<file path="src/rtl/hdmi_timing_gen_if.sv">
// rtl/hdmi_timing_gen_if.sv - video timing/pattern bundle between the timing generator and the TMDS path
interface hdmi_timing_gen_if;
    logic [1:0] pat_sel;
    logic       hsync;
    logic       vsync;
    logic       de;
    logic [9:0] pix_x;
    logic [9:0] pix_y;
    logic [7:0] rgb_red;
    logic [7:0] rgb_green;
    logic [7:0] rgb_blue;
    logic       frame_start;

    modport master (
        input  pat_sel,
        output hsync, vsync, de, pix_x, pix_y,
        output rgb_red, rgb_green, rgb_blue, frame_start
    );

    modport slave (
        output pat_sel,
        input  hsync, vsync, de, pix_x, pix_y,
        input  rgb_red, rgb_green, rgb_blue, frame_start
    );
endinterface

</file>
<file path="src/rtl/hdmi_timing_gen.sv">
// rtl/hdmi_timing_gen.sv - raster timing counters plus test-pattern source, one output register stage
module hdmi_timing_gen #(
    parameter int H_SYNC  = 96,
    parameter int H_BACK  = 48,
    parameter int H_VALID = 640,
    parameter int H_FRONT = 16,
    parameter int V_SYNC  = 2,
    parameter int V_BACK  = 33,
    parameter int V_VALID = 480,
    parameter int V_FRONT = 10
) (
    input  logic              vga_clk_i,
    input  logic              sys_rst_n_i,
    hdmi_timing_gen_if.master vid
);
    localparam int H_TOTAL = H_SYNC + H_BACK + H_VALID + H_FRONT;
    localparam int V_TOTAL = V_SYNC + V_BACK + V_VALID + V_FRONT;
    localparam int BAR_W   = H_VALID / 8;

    localparam logic [9:0] H_LAST     = 10'(H_TOTAL - 1);
    localparam logic [9:0] V_LAST     = 10'(V_TOTAL - 1);
    localparam logic [9:0] H_SYNC_END = 10'(H_SYNC);
    localparam logic [9:0] V_SYNC_END = 10'(V_SYNC);
    localparam logic [9:0] H_ACT_LO   = 10'(H_SYNC + H_BACK);
    localparam logic [9:0] H_ACT_HI   = 10'(H_SYNC + H_BACK + H_VALID);
    localparam logic [9:0] V_ACT_LO   = 10'(V_SYNC + V_BACK);
    localparam logic [9:0] V_ACT_HI   = 10'(V_SYNC + V_BACK + V_VALID);

    function automatic logic [23:0] bar_colour(input logic [2:0] idx);
        case (idx)
            3'd0:    bar_colour = 24'hFFFFFF;
            3'd1:    bar_colour = 24'hFFFF00;
            3'd2:    bar_colour = 24'h00FFFF;
            3'd3:    bar_colour = 24'h00FF00;
            3'd4:    bar_colour = 24'hFF00FF;
            3'd5:    bar_colour = 24'hFF0000;
            3'd6:    bar_colour = 24'h0000FF;
            default: bar_colour = 24'h000000;
        endcase
    endfunction

    logic [9:0]  cnt_h_q, cnt_h_d;
    logic [9:0]  cnt_v_q, cnt_v_d;
    logic [1:0]  pat_q, pat_d;
    logic [7:0]  frame_cnt_q, frame_cnt_d;
    logic        hsync_q, hsync_d;
    logic        vsync_q, vsync_d;
    logic        de_q, de_d;
    logic        fs_q, fs_d;
    logic [9:0]  pix_x_q, pix_x_d;
    logic [9:0]  pix_y_q, pix_y_d;
    logic [23:0] rgb_q, rgb_d;
    logic [2:0]  bar_idx;
    logic        frame_evt;

    always_comb begin
        cnt_h_d = (cnt_h_q == H_LAST) ? '0 : cnt_h_q + 10'd1;
        cnt_v_d = cnt_v_q;
        if (cnt_h_q == H_LAST) begin
            cnt_v_d = (cnt_v_q == V_LAST) ? '0 : cnt_v_q + 10'd1;
        end

        frame_evt   = (cnt_h_q == '0) && (cnt_v_q == '0);
        pat_d       = frame_evt ? vid.pat_sel : pat_q;
        frame_cnt_d = frame_evt ? frame_cnt_q + 8'd1 : frame_cnt_q;
        fs_d        = frame_evt;

        hsync_d = (cnt_h_q < H_SYNC_END);
        vsync_d = (cnt_v_q < V_SYNC_END);
        de_d    = (cnt_h_q >= H_ACT_LO) && (cnt_h_q < H_ACT_HI) &&
                  (cnt_v_q >= V_ACT_LO) && (cnt_v_q < V_ACT_HI);
        pix_x_d = de_d ? cnt_h_q - H_ACT_LO : '0;
        pix_y_d = de_d ? cnt_v_q - V_ACT_LO : '0;

        // Threshold chain instead of a divide by the (non power-of-two) bar width.
        bar_idx = '0;
        for (int i = 1; i < 8; i++) begin
            if (int'(pix_x_d) >= i * BAR_W) bar_idx = 3'(i);
        end

        // pat_q only changes on the frame_evt cycle, which is never active video.
        case (pat_q)
            2'd0:    rgb_d = bar_colour(bar_idx);
            2'd1:    rgb_d = {3{pix_x_d[9:2]}};
            2'd2:    rgb_d = (pix_x_d[5] ^ pix_y_d[5]) ? 24'hFFFFFF : 24'h000000;
            default: rgb_d = bar_colour(frame_cnt_q[7:5]);
        endcase
        if (!de_d) rgb_d = '0;
    end

    always_ff @(posedge vga_clk_i or negedge sys_rst_n_i) begin
        if (!sys_rst_n_i) begin
            cnt_h_q     <= '0;
            cnt_v_q     <= '0;
            pat_q       <= '0;
            frame_cnt_q <= '0;
            hsync_q     <= 1'b0;
            vsync_q     <= 1'b0;
            de_q        <= 1'b0;
            fs_q        <= 1'b0;
            pix_x_q     <= '0;
            pix_y_q     <= '0;
            rgb_q       <= '0;
        end else begin
            cnt_h_q     <= cnt_h_d;
            cnt_v_q     <= cnt_v_d;
            pat_q       <= pat_d;
            frame_cnt_q <= frame_cnt_d;
            hsync_q     <= hsync_d;
            vsync_q     <= vsync_d;
            de_q        <= de_d;
            fs_q        <= fs_d;
            pix_x_q     <= pix_x_d;
            pix_y_q     <= pix_y_d;
            rgb_q       <= rgb_d;
        end
    end

    assign vid.hsync       = hsync_q;
    assign vid.vsync       = vsync_q;
    assign vid.de          = de_q;
    assign vid.frame_start = fs_q;
    assign vid.pix_x       = pix_x_q;
    assign vid.pix_y       = pix_y_q;
    assign vid.rgb_red     = rgb_q[23:16];
    assign vid.rgb_green   = rgb_q[15:8];
    assign vid.rgb_blue    = rgb_q[7:0];
endmodule
</file>
<file path="src/flat_wrapper.sv">
// flat-port wrapper written by rule: the top's interface ports become plain ports
module hdmi_timing_gen_flat 
#(
    parameter int H_SYNC  = 96,
    parameter int H_BACK  = 48,
    parameter int H_VALID = 640,
    parameter int H_FRONT = 16,
    parameter int V_SYNC  = 2,
    parameter int V_BACK  = 33,
    parameter int V_VALID = 480,
    parameter int V_FRONT = 10
)
  (vga_clk_i, sys_rst_n_i, vid_pat_sel, vid_hsync, vid_vsync, vid_de, vid_pix_x, vid_pix_y, vid_rgb_red, vid_rgb_green, vid_rgb_blue, vid_frame_start);
  hdmi_timing_gen_if vid_i ();
  input  logic vga_clk_i;
  input  logic sys_rst_n_i;
  input wire logic [$bits(vid_i.pat_sel)-1:0] vid_pat_sel;
  output wire logic [$bits(vid_i.hsync)-1:0] vid_hsync;
  output wire logic [$bits(vid_i.vsync)-1:0] vid_vsync;
  output wire logic [$bits(vid_i.de)-1:0] vid_de;
  output wire logic [$bits(vid_i.pix_x)-1:0] vid_pix_x;
  output wire logic [$bits(vid_i.pix_y)-1:0] vid_pix_y;
  output wire logic [$bits(vid_i.rgb_red)-1:0] vid_rgb_red;
  output wire logic [$bits(vid_i.rgb_green)-1:0] vid_rgb_green;
  output wire logic [$bits(vid_i.rgb_blue)-1:0] vid_rgb_blue;
  output wire logic [$bits(vid_i.frame_start)-1:0] vid_frame_start;
  assign vid_i.pat_sel = vid_pat_sel;
  assign vid_hsync = vid_i.hsync;
  assign vid_vsync = vid_i.vsync;
  assign vid_de = vid_i.de;
  assign vid_pix_x = vid_i.pix_x;
  assign vid_pix_y = vid_i.pix_y;
  assign vid_rgb_red = vid_i.rgb_red;
  assign vid_rgb_green = vid_i.rgb_green;
  assign vid_rgb_blue = vid_i.rgb_blue;
  assign vid_frame_start = vid_i.frame_start;
  hdmi_timing_gen #(.H_SYNC(H_SYNC), .H_BACK(H_BACK), .H_VALID(H_VALID), .H_FRONT(H_FRONT), .V_SYNC(V_SYNC), .V_BACK(V_BACK), .V_VALID(V_VALID), .V_FRONT(V_FRONT)) u_core (.vga_clk_i(vga_clk_i), .sys_rst_n_i(sys_rst_n_i), .vid(vid_i));
endmodule
</file>
<file path="config.mk">
export PLATFORM = sky130hd
export DESIGN_NAME = hdmi_timing_gen_flat
export DESIGN_NICKNAME = d
export VERILOG_FILES = /design/src/rtl/hdmi_timing_gen_if.sv /design/src/rtl/hdmi_timing_gen.sv /design/src/flat_wrapper.sv
export SDC_FILE = /design/constraint.sdc
export NUM_CORES = 1
export LEC_CHECK = 0
export ABC_AREA = 1
export CAP_MARGIN = 10
export CORE_AREA = 3 3 95 97
export CTS_BUF_LIST = sky130_fd_sc_hd__clkbuf_4 sky130_fd_sc_hd__clkbuf_8
export DETAILED_ROUTE_END_ITERATION = 16
export DIE_AREA = 0 0 98 100
export PLACE_DENSITY_LB_ADDON = 0.12
export SLEW_MARGIN = 20
export SYNTH_ARGS = -nofsm -noshare
export SYNTH_HDL_FRONTEND = slang
export SYNTH_SLANG_ARGS = --single-unit
</file>
<file path="constraint.sdc">
create_clock -name vga_clk_i -period 2.5 [get_ports vga_clk_i]
set_input_delay 0.5 -clock vga_clk_i [delete_from_list [all_inputs] [get_ports vga_clk_i]]
set_output_delay 0.5 -clock vga_clk_i [all_outputs]
set_load 0.005 [all_outputs]
</file>
==> results.sh, run 1 <==
export IMPL_finalHoldViolations=0
export IMPL_syn_inst=428
export IMPL_place_area_um2=4412
export IMPL_highest_layer="met4"
export IMPL_fillCellCount=726
export IMPL_grt_usage_pct=16.95
export IMPL_synthToLayoutAreaGrowth_pct=29.65
export IMPL_r2r_end="u_core.rgb_q[9]"
export IMPL_synth_area_per_cell_um2=8.697
export IMPL_io_pins=52
export IMPL_power_leakage_nw=2.434
export IMPL_routed_wirelength_um=8035
export IMPL_most_common_layout_cells="nand2_1 (80), dfrtp_1 (75), inv_1 (57)"
export IMPL_fmax_mhz=420.0
export IMPL_fin_cells=618
export IMPL_ant_nets=0
export IMPL_fin_nets=521
export IMPL_antenna_found_initial=0
export IMPL_start_util_pct=45.30
export IMPL_drive_gt1_share_pct=19.49
export IMPL_drc_errors=0
export IMPL_worst_slew_pin_slew_ns=0.7379
export IMPL_power_density_nw_per_um2=476.0
export IMPL_die_h_um=100
export IMPL_synthesis_area_um2=3722
export IMPL_floorplan_die_area_um2=9800
export IMPL_cp_start_kind="flip-flop"
export IMPL_portBuffers=51
export IMPL_via_count=2992
export IMPL_regToRegStartpoint="u_core.cnt_h_q[0]"
export IMPL_gp_congestion=0.9472
export IMPL_cts_root_buffer="clkbuf_8"
export IMPL_synthesis_nets=441
export IMPL_die_w_um=98
export IMPL_worstPathMaxFanout=8
export IMPL_min_period_over_period_pct=95.25
export IMPL_crit_type="flip-flop to flip-flop"
export IMPL_mostFrequentLayoutCell="nand2_1"
export IMPL_rsz0062_at_grt="true"
export IMPL_drt_pass1_iterations=4
export IMPL_async_flop_share_pct=100.0
export IMPL_synth_seq_cells=78
export IMPL_insertion_delay_ns=0.35
export IMPL_slew_viol_final=0
export IMPL_yosysWarnings=0
export IMPL_grt_pass1_vias=2900
export IMPL_synth_flop_cell="dfrtp_1"
export IMPL_routedLengthMet1_um=3626
export IMPL_final_area_um2=4826
export IMPL_setup_violations=0
export IMPL_core_area_um2=8217
export IMPL_holdCritPathClass="input pin to asynchronous set/reset pin"
export IMPL_drt_initial_drc_count=109
export IMPL_slew_limit_headroom_pct=50.47
export IMPL_rows=33
export IMPL_worstSetupEndpointType="flip-flop"
export IMPL_cts_buffers=9
export IMPL_min_period_ns=2.381
export IMPL_dr_wl_met3_um=355
export IMPL_crit_arrival_ns=2.63
export IMPL_h_tree_depth=3
export IMPL_wire_per_inst_um=13.00
export IMPL_status="complete, no violations"
export IMPL_grt_pass1_wl_um=13340
export IMPL_multiInputGateArea_um2=1588
export IMPL_grt_max_degree=50
export IMPL_diodes=0
export IMPL_cp_required_ns=2.74
export IMPL_seq_area_um2=1956
export IMPL_grt_ovfl_total=0
export IMPL_vdd_drop_max_uv=350.9
export IMPL_routed_via_density=4.841
export IMPL_drv_cap=0
export IMPL_cts_tree="done"
export IMPL_ys_seq_area_share_pct=52.44
export IMPL_clock_path_buffers=2
export IMPL_rrSetupSlack_ns=0.12
export IMPL_finClkSkew_ns=0.006647
export IMPL_cts_clk_slew_worst_paths_ns=0.08
export IMPL_dp_hpwl_um=5941
export IMPL_r2r_cells=18
export IMPL_wl_met2_um=3924
export IMPL_synth_edf_count=0
export IMPL_ys_types=34
export IMPL_placed_cells=590
export IMPL_cts_sinks=78
[registers in the layout (all words and copies together) (netlist names)]
register,cells
u_core.cnt_h_q,10
u_core.vid.frame_start,1
u_core.vid.vsync,1
u_core.vid.pix_x,10
u_core.pat_q,2
u_core.vid.hsync,1
u_core.cnt_v_q,10
u_core.vid.pix_y,10
u_core.vid.de,1
u_core.rgb_q,24
u_core.frame_cnt_q,8
[how the worst max path moves through the flow]
stage,start,end,cells past startpoint
6_report,u_core.cnt_h_q[0],u_core.rgb_q[9],18
3_3_place_gp,u_core.cnt_v_q[0],u_core.rgb_q[12],17
5_1_grt,u_core.cnt_h_q[0],u_core.rgb_q[9],18
3_5_place_dp,u_core.cnt_v_q[0],u_core.rgb_q[9],17
2_1_floorplan,u_core.cnt_h_q[4],u_core.rgb_q[0],17
4_1_cts,u_core.cnt_v_q[0],u_core.rgb_q[16],16
[cells by family after synthesis]
family / after synthesis / synth area share, %
simple gates: 199 / 24.91
compound gates: 52 / 7.496
fa+ha+maj: 9 / 3.025
buf+inv: 72 / 7.899
xor+xnor: 18 / 4.235
flops: 78 / 52.44
[Yosys cell counts, drive strengths merged, types with 2 or more instances]
| cell | number | area share (%) |
|---|---|---|
| nand3 | 18 | 2.6 |
| nor3b | 2 | 0.40 |
| o22ai | 2 | 0.34 |
| inv | 67 | 6.8 |
| xor2 | 14 | 3.3 |
| o21a | 2 | 0.40 |
| o21ai | 18 | 2.5 |
| nor4 | 6 | 1.2 |
| buf | 4 | 1.0 |
| nand4 | 3 | 0.50 |
| nand2 | 97 | 11 |
| ha | 9 | 3.0 |
| xnor2 | 4 | 0.94 |
| a21oi | 27 | 3.6 |
| nor2 | 54 | 6.3 |
| nor3 | 19 | 3.1 |
| dfrtp | 78 | 52 |
[power by group]
| group | leakage [nW] | internal [mW] | switching [mW] | total [mW] |
|---|---|---|---|---|
| sequential | 1.05 | 1.26 | 0.00175 | 1.26 |
| clock | 0.0929 | 0.479 | 0.485 | 0.965 |
| combinational | 1.29 | 0.0191 | 0.0498 | 0.0688 |
| total | 2.43 | 1.76 | 0.537 | 2.30 |
[stage by stage]
stage | util, % | power, mW | worst slack (ns) | setup TNS, ns | hold slack (ns)
after floorplan | - | 1.314 | 0.4041 | 0 | 0.2044
after global placement | 53.69 | 1.354 | 0.08095 | 0 | 0.4636
after detailed placement | 53.69 | 1.354 | 0.02195 | 0 | 0.4655
after CTS | 56.21 | 2.323 | 0.02153 | 0 | 0.1842
after global routing | 58.73 | 2.389 | -0.06897 | -0.7109 | 0.1926
final | 58.73 | 2.297 | 0.1188 | 0 | 0.1587
[critical path: stages, from the launching register on]
cell,delay [ns]
dfrtp_1,0.39
inv_2,0.10
ha_4,0.13
nand2_1,0.05
nor2_2,0.13
nand2_1,0.06
nand2_1,0.07
nand3_2,0.08
nor2_4,0.23
buf_6,0.13
inv_2,0.04
nor2_4,0.15
nand2_2,0.06
nand2_2,0.08
nor2_4,0.08
nor3_4,0.26
nand2_1,0.09
nand2_1,0.06
inv_1,0.04
[area by class of cell]
type	instances	area share [%]
multi-input cells	278	32.90
well taps	105	2.722
clock inverters	6	1.452
flip-flops and latches	78	40.52
clock buffers	10	2.722
inverters	68	5.315
repair buffers	73	14.36
[layer usage]
layer | up-vias | global-route usage [%]
met2 | 69 | 27.23
li1 | 1511 | -
met1 | 1401 | 21.86
met4 | 0 | 7.668
met3 | 11 | 4.100
met5 | - | 0
[repair_timing]
action / in CTS / in global routing
pin swaps: 0 / 12
gates resized for setup: 2 / 39
hold buffers: 0 / 0
endpoints found under the setup margin: 2 / 24
setup buffers: 0 / 13
endpoints found under the hold margin: 0 / 0
No activity file was read; power rests on OpenSTA's default activity.
==> inputs of run 2 (changes only) <==
Settings changed: SKIP_LAST_GASP from default to 1.
==> results.sh, run 2 (same netlist as run 1, synthesis figures left out) <==
export IMPL_largest_reg_flops=24
export IMPL_worst_slew_pin_slew_ns=0.7417
export IMPL_synthToLayoutAreaGrowth_pct=29.28
export IMPL_cts_tree="done"
export IMPL_worstPathMaxFanout=8
export IMPL_grt_ovfl_total=0
export IMPL_cp_num_cells=17
export IMPL_holdCritPathClass="input pin to asynchronous set/reset pin"
export IMPL_grt_usage_pct=16.95
export IMPL_finClkSkew_ns=0.007607
export IMPL_place_area_um2=4412
export IMPL_worst_path_max_delay_cell="dfrtp_1"
export IMPL_finalHoldViolations=0
export IMPL_largest_register="u_core.rgb_q"
export IMPL_gr_usage_met3_pct=4.100
export IMPL_path_cells="inv_2 > ha_2 > nand2_1 > nor2_2 > nand2_1 > nand2_1 > nand3_2 > nor2_4 > buf_6 > inv_2 > nor2_4 > o21ai_1 > nor2_4 > nor3_4 > nand2_1 > nand2_1 > inv_1"
export IMPL_cp_required_ns=2.79
export IMPL_crit_arrival_ns=2.71
export IMPL_r2r_cells=17
export IMPL_pre_cts_ws_ns=0.02195
export IMPL_diodes=0
export IMPL_start_util_pct=45.30
export IMPL_worstSetupEndpointType="flip-flop"
export IMPL_fillCellCount=729
export IMPL_final_area_um2=4812
export IMPL_cts_buffers=9
export IMPL_rows=33
export IMPL_drt_initial_drc_count=95
export IMPL_crit_type="flip-flop to flip-flop"
export IMPL_floorplan_die_area_um2=9800
export IMPL_slew_viol_final=0
export IMPL_seq_area_um2=1956
export IMPL_power_mw=2.298
export IMPL_multiInputGateArea_um2=1574
export IMPL_vdd_drop_max_uv=350.5
export IMPL_insertion_delay_ns=0.35
export IMPL_mostFrequentLayoutCell="nand2_1"
export IMPL_h_tree_depth=3
export IMPL_drv_cap=0
export IMPL_grt_busiest_layer="met2"
export IMPL_antenna_found_initial=0
export IMPL_setup_violations=0
export IMPL_min_period_over_period_pct=96.84
export IMPL_cts_sinks=78
export IMPL_routed_via_density=4.835
export IMPL_grtUsageMet2_pct=27.23
export IMPL_portBuffers=51
export IMPL_fmax_mhz=413.0
export IMPL_via_count=2988
export IMPL_fin_util_pct=58.57
export IMPL_whs_ns=0.1589
export IMPL_ant_nets=0
export IMPL_grt_max_degree=50
export IMPL_min_period_ns=2.421
export IMPL_rrSetupSlack_ns=0.08
export IMPL_drt_pass1_iterations=4
export IMPL_power_density_nw_per_um2=477.4
export IMPL_most_common_layout_cells="nand2_1 (80), dfrtp_1 (75), inv_1 (57)"
export IMPL_dp_hpwl_um=5941
export IMPL_fin_cells=618
export IMPL_cts_clk_slew_worst_paths_ns=0.08
export IMPL_wire_per_inst_um=12.99
export IMPL_gp_congestion=0.9472
export IMPL_drive_gt1_share_pct=19.30
export IMPL_clock_path_buffers=2
export IMPL_power_leakage_nw=2.431
export IMPL_holdBufCountCts=0
export IMPL_io_pins=52
export IMPL_grt_pass1_vias=2900
export IMPL_die_w_um=98
export IMPL_crit_family="simple AND/OR/NAND/NOR gates"
export IMPL_setup_ws_ns=0.07895
export IMPL_routed_wirelength_um=8027
export IMPL_gr_usage_met1_pct=21.86
export IMPL_cp_start_kind="flip-flop"
export IMPL_fin_nets=521
export IMPL_slew_limit_headroom_pct=50.22
export IMPL_placed_cells=590
export IMPL_final_setup_tns_ns=0
export IMPL_cts_root_buffer="clkbuf_8"
export IMPL_rsz0062_at_grt="true"
export IMPL_drc_errors=0
export IMPL_critPathBufInv=4
export IMPL_grt_pass1_wl_um=13340
export IMPL_status="complete, no violations"
export IMPL_core_area_um2=8217
export IMPL_path_common_cell="nand2_1"
export IMPL_cpPeakStageDelay_ns=0.39
export IMPL_die_h_um=100
==> run 2: final timing paths <==
check	end	start
max in group asynchronous	u_core.rgb_q[3]	sys_rst_n_i
hold / removal	u_core.vid.pix_x[3]	sys_rst_n_i
setup / recovery	u_core.rgb_q[9]	u_core.cnt_h_q[0]
hold reg to reg	u_core.frame_cnt_q[4]	u_core.frame_cnt_q[4]
min in group vga_clk_i	u_core.frame_cnt_q[4]	u_core.frame_cnt_q[4]
setup reg to reg	u_core.rgb_q[9]	u_core.cnt_h_q[0]
==> run 2: metal layers <==
metal / vias up / wire length [µm]
met1: 1382 / 3582
met4: 0 / 123
li1: 1512 / -
met3: 11 / 424
met5: - / 0
met2: 83 / 3896
==> run 2: what timing repair did <==
action | CTS | global route
hold endpoints to repair | 0 | 0
cloned | 0 | 0
setup buffers | 0 | 13
endpoints found under the setup margin | 2 | 24
gates resized for setup | 2 | 37
pin swaps | 0 | 11
==> run 2: area by class of cell <==
cell class / instances / area share [%]
Multi-Input combinational cell: 278 / 32.71
Inverter: 68 / 5.330
Timing Repair Buffer: 73 / 14.40
Tap cell: 105 / 2.730
Clock buffer: 10 / 2.730
Clock inverter: 6 / 1.456
Sequential cell: 78 / 40.64
==> run 2: power breakdown <==
part           internal (mW)  switching [mW]  leakage [nW]
clock network          0.479           0.486        0.0929
registers               1.26         0.00152          1.05
logic                 0.0190          0.0498          1.29
==> inputs of run 3 (changes only) <==
Settings changed: HOLD_SLACK_MARGIN from default to 0.12.
==> results of run 3 <==
The final DEF is identical to that of run 2; final timing and power are the same.
